**src/rtl/prog_loader_pkg.sv**
```systemverilog
// prog_loader_pkg: loader FSM states and error codes.
package prog_loader_pkg;
    typedef enum logic [2:0] {IDLE, LOAD, SETTLE, LAUNCH, RUN, DONE, ERR} ldr_state_t;
    localparam logic [1:0] ERR_NONE = 2'd0;
    localparam logic [1:0] ERR_OVF  = 2'd1;
    localparam logic [1:0] ERR_TMO  = 2'd2;
endpackage

```
**src/rtl/prog_loader_if.sv**
```systemverilog
// prog_loader_if: instruction stream in, instruction-memory write port out.
interface prog_loader_if #(
    parameter int IW = 9,
    parameter int AW = 10
);
    logic          in_valid;
    logic          in_ready;
    logic [IW-1:0] in_word;
    logic          in_last;
    logic          im_we;
    logic [AW-1:0] im_addr;
    logic [IW-1:0] im_wdata;
    modport master (output in_valid, in_word, in_last, input in_ready, im_we, im_addr, im_wdata);
    modport slave  (input in_valid, in_word, in_last, output in_ready, im_we, im_addr, im_wdata);
endinterface

```
**src/rtl/prog_loader_sat_counter.sv**
```systemverilog
// sat_counter: clearable up-counter that saturates at LIMIT.
module sat_counter #(
    parameter int             W     = 16,
    parameter logic [W-1:0]   LIMIT = '1
) (
    input  logic         clk,
    input  logic         reset,
    input  logic         clr,
    input  logic         en,
    output logic [W-1:0] q,
    output logic         at_limit
);
    // also true in the cycle whose increment lands on LIMIT, so callers can react on that edge
    assign at_limit = (q == LIMIT) || (en && q == LIMIT - W'(1));
    always_ff @(posedge clk) begin
        if (reset || clr) q <= '0;
        else if (en && q != LIMIT) q <= q + W'(1);
    end
endmodule

```
**src/rtl/prog_loader.sv**
```systemverilog
// prog_loader: streams a program into instruction memory, launches the CPU and times its run.
module prog_loader
    import prog_loader_pkg::*;
#(
    parameter int            IW      = 9,
    parameter int            AW      = 10,
    parameter int            CW      = 16,
    parameter logic [CW-1:0] TIMEOUT = 16'hFFFF
) (
    input  logic          clk,
    input  logic          reset,
    input  logic          load_go,
    prog_loader_if.slave  bus,
    output logic          start,
    input  logic          done,
    output logic          busy,
    output logic          finished,
    output logic          err,
    output logic [1:0]    err_code,
    output logic [AW:0]   words_loaded,
    output logic [CW-1:0] cyc_count
);
    ldr_state_t state, state_n;
    logic go, acc, ovf, tmo, cyc_en, cyc_hit;
    assign go       = load_go && (state == IDLE || state == DONE || state == ERR);
    assign acc      = state == LOAD && bus.in_valid;
    assign ovf      = acc && !bus.in_last && words_loaded == {1'b0, {AW{1'b1}}};
    assign cyc_en   = state == RUN && !done;
    assign tmo      = cyc_en && cyc_hit;
    assign bus.in_ready = state == LOAD;
    assign start    = state == LAUNCH;
    assign busy     = state == LOAD || state == SETTLE || state == LAUNCH || state == RUN;
    assign finished = state == DONE;
    assign err      = state == ERR;
    sat_counter #(.W(CW), .LIMIT(TIMEOUT)) u_cyc (
        .clk      (clk),
        .reset    (reset),
        .clr      (go),
        .en       (cyc_en),
        .q        (cyc_count),
        .at_limit (cyc_hit)
    );
    always_comb begin
        state_n = state;
        unique case (state)
            IDLE, DONE, ERR: state_n = go ? LOAD : state;
            LOAD:            state_n = (acc && bus.in_last) ? SETTLE : ovf ? ERR : LOAD;
            SETTLE:          state_n = LAUNCH;
            LAUNCH:          state_n = RUN;
            RUN:             state_n = done ? DONE : tmo ? ERR : RUN;
            default:         state_n = IDLE;
        endcase
    end
    always_ff @(posedge clk) begin
        if (reset) begin
            state        <= IDLE;
            bus.im_we    <= 1'b0;
            bus.im_addr  <= '0;
            bus.im_wdata <= '0;
            words_loaded <= '0;
            err_code     <= ERR_NONE;
        end else begin
            state     <= state_n;
            bus.im_we <= acc;
            if (acc) begin
                bus.im_addr  <= words_loaded[AW-1:0];
                bus.im_wdata <= bus.in_word;
                words_loaded <= words_loaded + (AW+1)'(1);
            end
            if (go) begin
                words_loaded <= '0;
                err_code     <= ERR_NONE;
            end else if (ovf) err_code <= ERR_OVF;
            else if (tmo) err_code <= ERR_TMO;
        end
    end
endmodule
```
**src/flat_wrapper.sv**
```systemverilog
// flat-port wrapper written by rule: the top's interface ports become plain ports
module prog_loader_flat import prog_loader_pkg::*;
#(
    parameter int            IW      = 9,
    parameter int            AW      = 10,
    parameter int            CW      = 16,
    parameter logic [CW-1:0] TIMEOUT = 16'hFFFF
)
  (clk, reset, load_go, start, done, busy, finished, err, err_code, words_loaded, cyc_count, bus_in_valid, bus_in_word, bus_in_last, bus_in_ready, bus_im_we, bus_im_addr, bus_im_wdata);
  prog_loader_if #(.IW(IW), .AW(AW)) bus_i ();
  input  logic clk;
  input  logic reset;
  input  logic load_go;
  output logic start;
  input  logic done;
  output logic busy;
  output logic finished;
  output logic err;
  output logic [1:0] err_code;
  output logic [AW:0] words_loaded;
  output logic [CW-1:0] cyc_count;
  input wire logic [$bits(bus_i.in_valid)-1:0] bus_in_valid;
  input wire logic [$bits(bus_i.in_word)-1:0] bus_in_word;
  input wire logic [$bits(bus_i.in_last)-1:0] bus_in_last;
  output wire logic [$bits(bus_i.in_ready)-1:0] bus_in_ready;
  output wire logic [$bits(bus_i.im_we)-1:0] bus_im_we;
  output wire logic [$bits(bus_i.im_addr)-1:0] bus_im_addr;
  output wire logic [$bits(bus_i.im_wdata)-1:0] bus_im_wdata;
  assign bus_i.in_valid = bus_in_valid;
  assign bus_i.in_word = bus_in_word;
  assign bus_i.in_last = bus_in_last;
  assign bus_in_ready = bus_i.in_ready;
  assign bus_im_we = bus_i.im_we;
  assign bus_im_addr = bus_i.im_addr;
  assign bus_im_wdata = bus_i.im_wdata;
  prog_loader #(.IW(IW), .AW(AW), .CW(CW), .TIMEOUT(TIMEOUT)) u_core (.clk(clk), .reset(reset), .load_go(load_go), .bus(bus_i), .start(start), .done(done), .busy(busy), .finished(finished), .err(err), .err_code(err_code), .words_loaded(words_loaded), .cyc_count(cyc_count));
endmodule
```
**config.mk**
```make
export PLATFORM = sky130hd
export DESIGN_NAME = prog_loader_flat
export DESIGN_NICKNAME = d
export VERILOG_FILES = /design/src/rtl/prog_loader_pkg.sv /design/src/rtl/prog_loader_if.sv /design/src/rtl/prog_loader_sat_counter.sv /design/src/rtl/prog_loader.sv /design/src/flat_wrapper.sv
export SDC_FILE = /design/constraint.sdc
export NUM_CORES = 1
export LEC_CHECK = 0
export CAP_MARGIN = 30
export CORE_ASPECT_RATIO = 0.5
export CORE_UTILIZATION = 55
export CTS_CLUSTER_SIZE = 40
export DETAILED_ROUTE_END_ITERATION = 12
export DONT_BUFFER_PORTS = 1
export GPL_ROUTABILITY_DRIVEN = 0
export GPL_TIMING_DRIVEN = 0
export PLACE_DENSITY = 0.82
export REMOVE_ABC_BUFFERS = 1
export SETUP_SLACK_MARGIN = 0.15
export SLEW_MARGIN = 20
export SYNTH_ARGS = -nofsm -noshare
export SYNTH_HDL_FRONTEND = slang
export SYNTH_HIERARCHICAL = 1
export SYNTH_SLANG_ARGS = --single-unit
```
**constraint.sdc**
```tcl
create_clock -name clk -period 2.25 [get_ports clk]
set_clock_uncertainty 0.15 [all_clocks]
set_input_delay 0.225 -clock clk [delete_from_list [all_inputs] [get_ports clk]]
set_output_delay 0.225 -clock clk [all_outputs]
set_load 0.01 [all_outputs]
```
==> summary.txt <==
Layout
  • Nets@finish: about 320
  • Register area: 1060 um2
  • Area of the multi-input gates: 1340 um2
  • Most frequent cells in the layout: 55 x nand2_1, 40 x dfxtp_1, 39 x a21oi_1, 20 x nor2_1, 11 x dlygate4sd3_1
  • Antenna cells: 0
  • Commonest non-fill, non-tap cell in the layout: nand2_1
  • Final instance area: about 2800 um2
  • Fill cells: between 300 and 400
  • Area delta synth->final: 14.2%
  • Layout cell share with drive strength beyond 1: 16.4%

Timing
  • Worst Tran Pin Value: approximately 0.91 ns
  • RSZ-0062 raised after global routing: yes
  • Max-slew headroom: between 30% and 40%
  • Final Hold Viols: 0
  • Final Max Slew Viols: 0
  • # setup viols final: 0
  • Hold slack: roughly 0.017 ns
  • Tcrit/Tclk final: 92.2%
  • Minimum clock period: between 2 and 2.5 ns
  • Fmax: 0.482 GHz
  • Setup TNS Final: 0 ns

GRT
  • Vias in the first global route: 1,967
  • Grt total ovfl: 0
  • Total track usage: 24.2%
  • First-pass GRT wire length: 8.85 mm
  • Largest net degree at the start of global routing: 25
  • Antenna violations before repair: 0

Yosys
  • Area leader, netlist: dfxtp_1
  • Synthesized-area fraction occupied by and/or/nand/nor cells: 32.3%
  • Compound-cell area share of the yosys netlist: 15.1%
  • Register area share after synthesis: 42.6%
  • Largest family of logic cells by synthesized area: simple AND/OR/NAND/NOR gates
  • #FFs+latches synth: 52
  • FFs w/ async S/R, synth: 0%
  • Primary FF master, synth: dfxtp_1
  • Top post-synthesis cells by area: dfxtp_1 43%, nand2_1 8.5%, a21oi_1 8.0%
  • Mean Syn Cell Area: 8.36 um2
  • Netlist cell types: 49
  • Synth Warn #: 6
  • Mux share of post-synthesis cell area: 0%
  • Mapped Cells: ~300
  • Cell area after synthesis: 2440 um2
  • Adder-Cell Fraction of Synth Area: 1.54%
  • Number of flops mapped to enable cells by yosys: 0
  • Post-synthesis xor/xnor area fraction: 4.31%
  • Top cell type's share of synthesized area: 42.6%

Die
  • DIE WIDTH: 96.2 um
  • Core Footprint: around 4000 um2
  • Starting Density: 60.1%
  • Die ar.: 4730 um2
  • Die Ht: between 40 and 50 um
  • IO Count: 69
  • Rows: 16

Routing
  • Iter 0 DRT Violations: 117
  • Antenna viol nets, final: 0
  • Vias/cell: 6.11
  • First-pass DRT Iterations: 5
  • # DRC: 0
  • Vias post-DR: between 2,000 and 2,500
  • DRT Wirelength: 5.78 mm
  • Routed wire per std cell: 16.1 um

Min path
  • Hold EP: u_core/state[2]
  • Hold Path Depth: 2
  • Hold Crit Start: bus_in_last
  • Tightest Hold Check Type: input pin to flip-flop

Clocking
  • Htree depth: 2
  • CTS tree: built
  • Clock Path Buffers: 2
  • CTS sink cnt: 52
  • Clk pin slew, worst setup/hold paths: 0.10 ns
  • Clk_lat worst skew: 0.30 ns
  • TritonCTS buffer count: 5
  • Root buffer cell: clkbuf_8

Setup path
  • Crit Reg-Reg Startpoint: u_core/u_cyc/q[14]
  • Reg2reg setup slack: between 0.15 and 0.2 ns
  • Cells on worst reg2reg path: 6
  • Crit path launch type: flip-flop
  • FF-to-FF End: u_core/state[1]
  • Peak fanout along the critical path: 7
  • Kind of critical path: flip-flop to flip-flop
  • Data arrival, critical path: 2.14 ns
  • Critical Path RT: 2.31 ns
  • Nature of the critical path endpoint: flip-flop

Job
  • Max cap viols: 0

Power
  • Worst VDD drop: ~0.4 mV
  • Leak: 0.948 nW
  • P per Cell Area: 617 nW/um2

Run status
  • Status: completed

Placement
  • Hpwl dp: between 3 and 4 mm
  • # port buffers: 0
  • Placed Area: 2440 um2
power by group:
part | total [mW] | switching [mW] | internal [mW]
clock network | 0.648 | 0.313 | 0.335
logic | 0.119 | 0.0710 | 0.0481
registers | 0.954 | 0.0228 | 0.931
layer usage:
layer / track usage, % / vias up / wire (um)
li1: - / 1061 / -
met2: 42.4 / 77 / 2870
met3: 7.32 / 10 / 368
met4: 5.22 / 0 / 59
met1: 29.3 / 1045 / 2480
met5: 0 / - / 0
worst max path at each step:
stage,from,to,cells past startpoint
2_1_floorplan,u_core/state[2],u_core/u_cyc/q[11],5
3_3_place_gp,u_core/state[2],u_core/u_cyc/q[11],5
3_5_place_dp,u_core/state[2],u_core/u_cyc/q[11],5
4_1_cts,u_core/u_cyc/q[9],u_core/state[1],6
5_1_grt,u_core/u_cyc/q[14],u_core/state[1],6
6_report,u_core/u_cyc/q[14],u_core/state[1],6
kinds of logic (layout without fill, tap and decap cells):
logic type,after synthesis,after routing
AND/OR/NAND/NOR,140,140
AO/OA/AOI/OAI,64,64
flip-flops,52,52
buffers and inverters,21,34
XOR/XNOR,12,12
adder cells (fa/ha/maj),3,3
worst max-delay path, stage by stage, from the launching register on:
cell and delay [ns]:
dfxtp_1 0.49, nand3_1 0.19, nor4_4 0.41, nor2b_2 0.27
and3b_2 0.20, o21ai_0 0.09, a31oi_1 0.19
flip-flops by register name, indices dropped and copies added, names as in the netlist:
| signal | flops |
|---|---|
| u_core/state | 3 |
| u_core/bus.im_addr | 10 |
| u_core/err_code | 2 |
| u_core/bus.im_we | 1 |
| u_core/bus.im_wdata | 9 |
| u_core/words_loaded | 11 |
| u_core/u_cyc/q | 16 |
layout make-up:
cell class / instances / area share [%]
multi-input combinational: 219 / 48.2
sequential: 52 / 38.0
timing repair buffer: 20 / 6.42
clock buffer: 5 / 2.47
tap: 54 / 2.42
clock inverter: 3 / 1.66
inverter: 6 / 0.808
cells in the mapped netlist (all sizes together) (4+ instances only):
master / number
nand2: 55
dfxtp: 52
a21oi: 39
nor2: 21
clkbuf: 9
nand3: 9
nor3: 9
xnor2: 9
nand4: 8
nor4: 8
o21ai: 7
buf: 6
inv: 6
or3: 6
a31oi: 4
repair_timing:
item / 4_1_cts / 5_1_grt
setup buffers: 2 / 6
hold buffers: 11 / 0
gates resized for setup: 12 / 10
pin swaps: 1 / 2
hold endpoints to repair: 24 / 0
setup endpoints to repair: 19 / 9
through the flow:
stage	total power [mW]	worst slack, ns	util (%)	instances
global route	1.78	0.0975	68.6	359
CTS	1.73	0.157	67.2	353
floorplan	1.04	0.00550	-	277
global placement	1.06	-0.274	59.9	331
finish	1.72	0.176	68.6	359
detailed placement	1.06	-0.342	60.1	332
No activity file was read; power rests on OpenSTA's default activity.
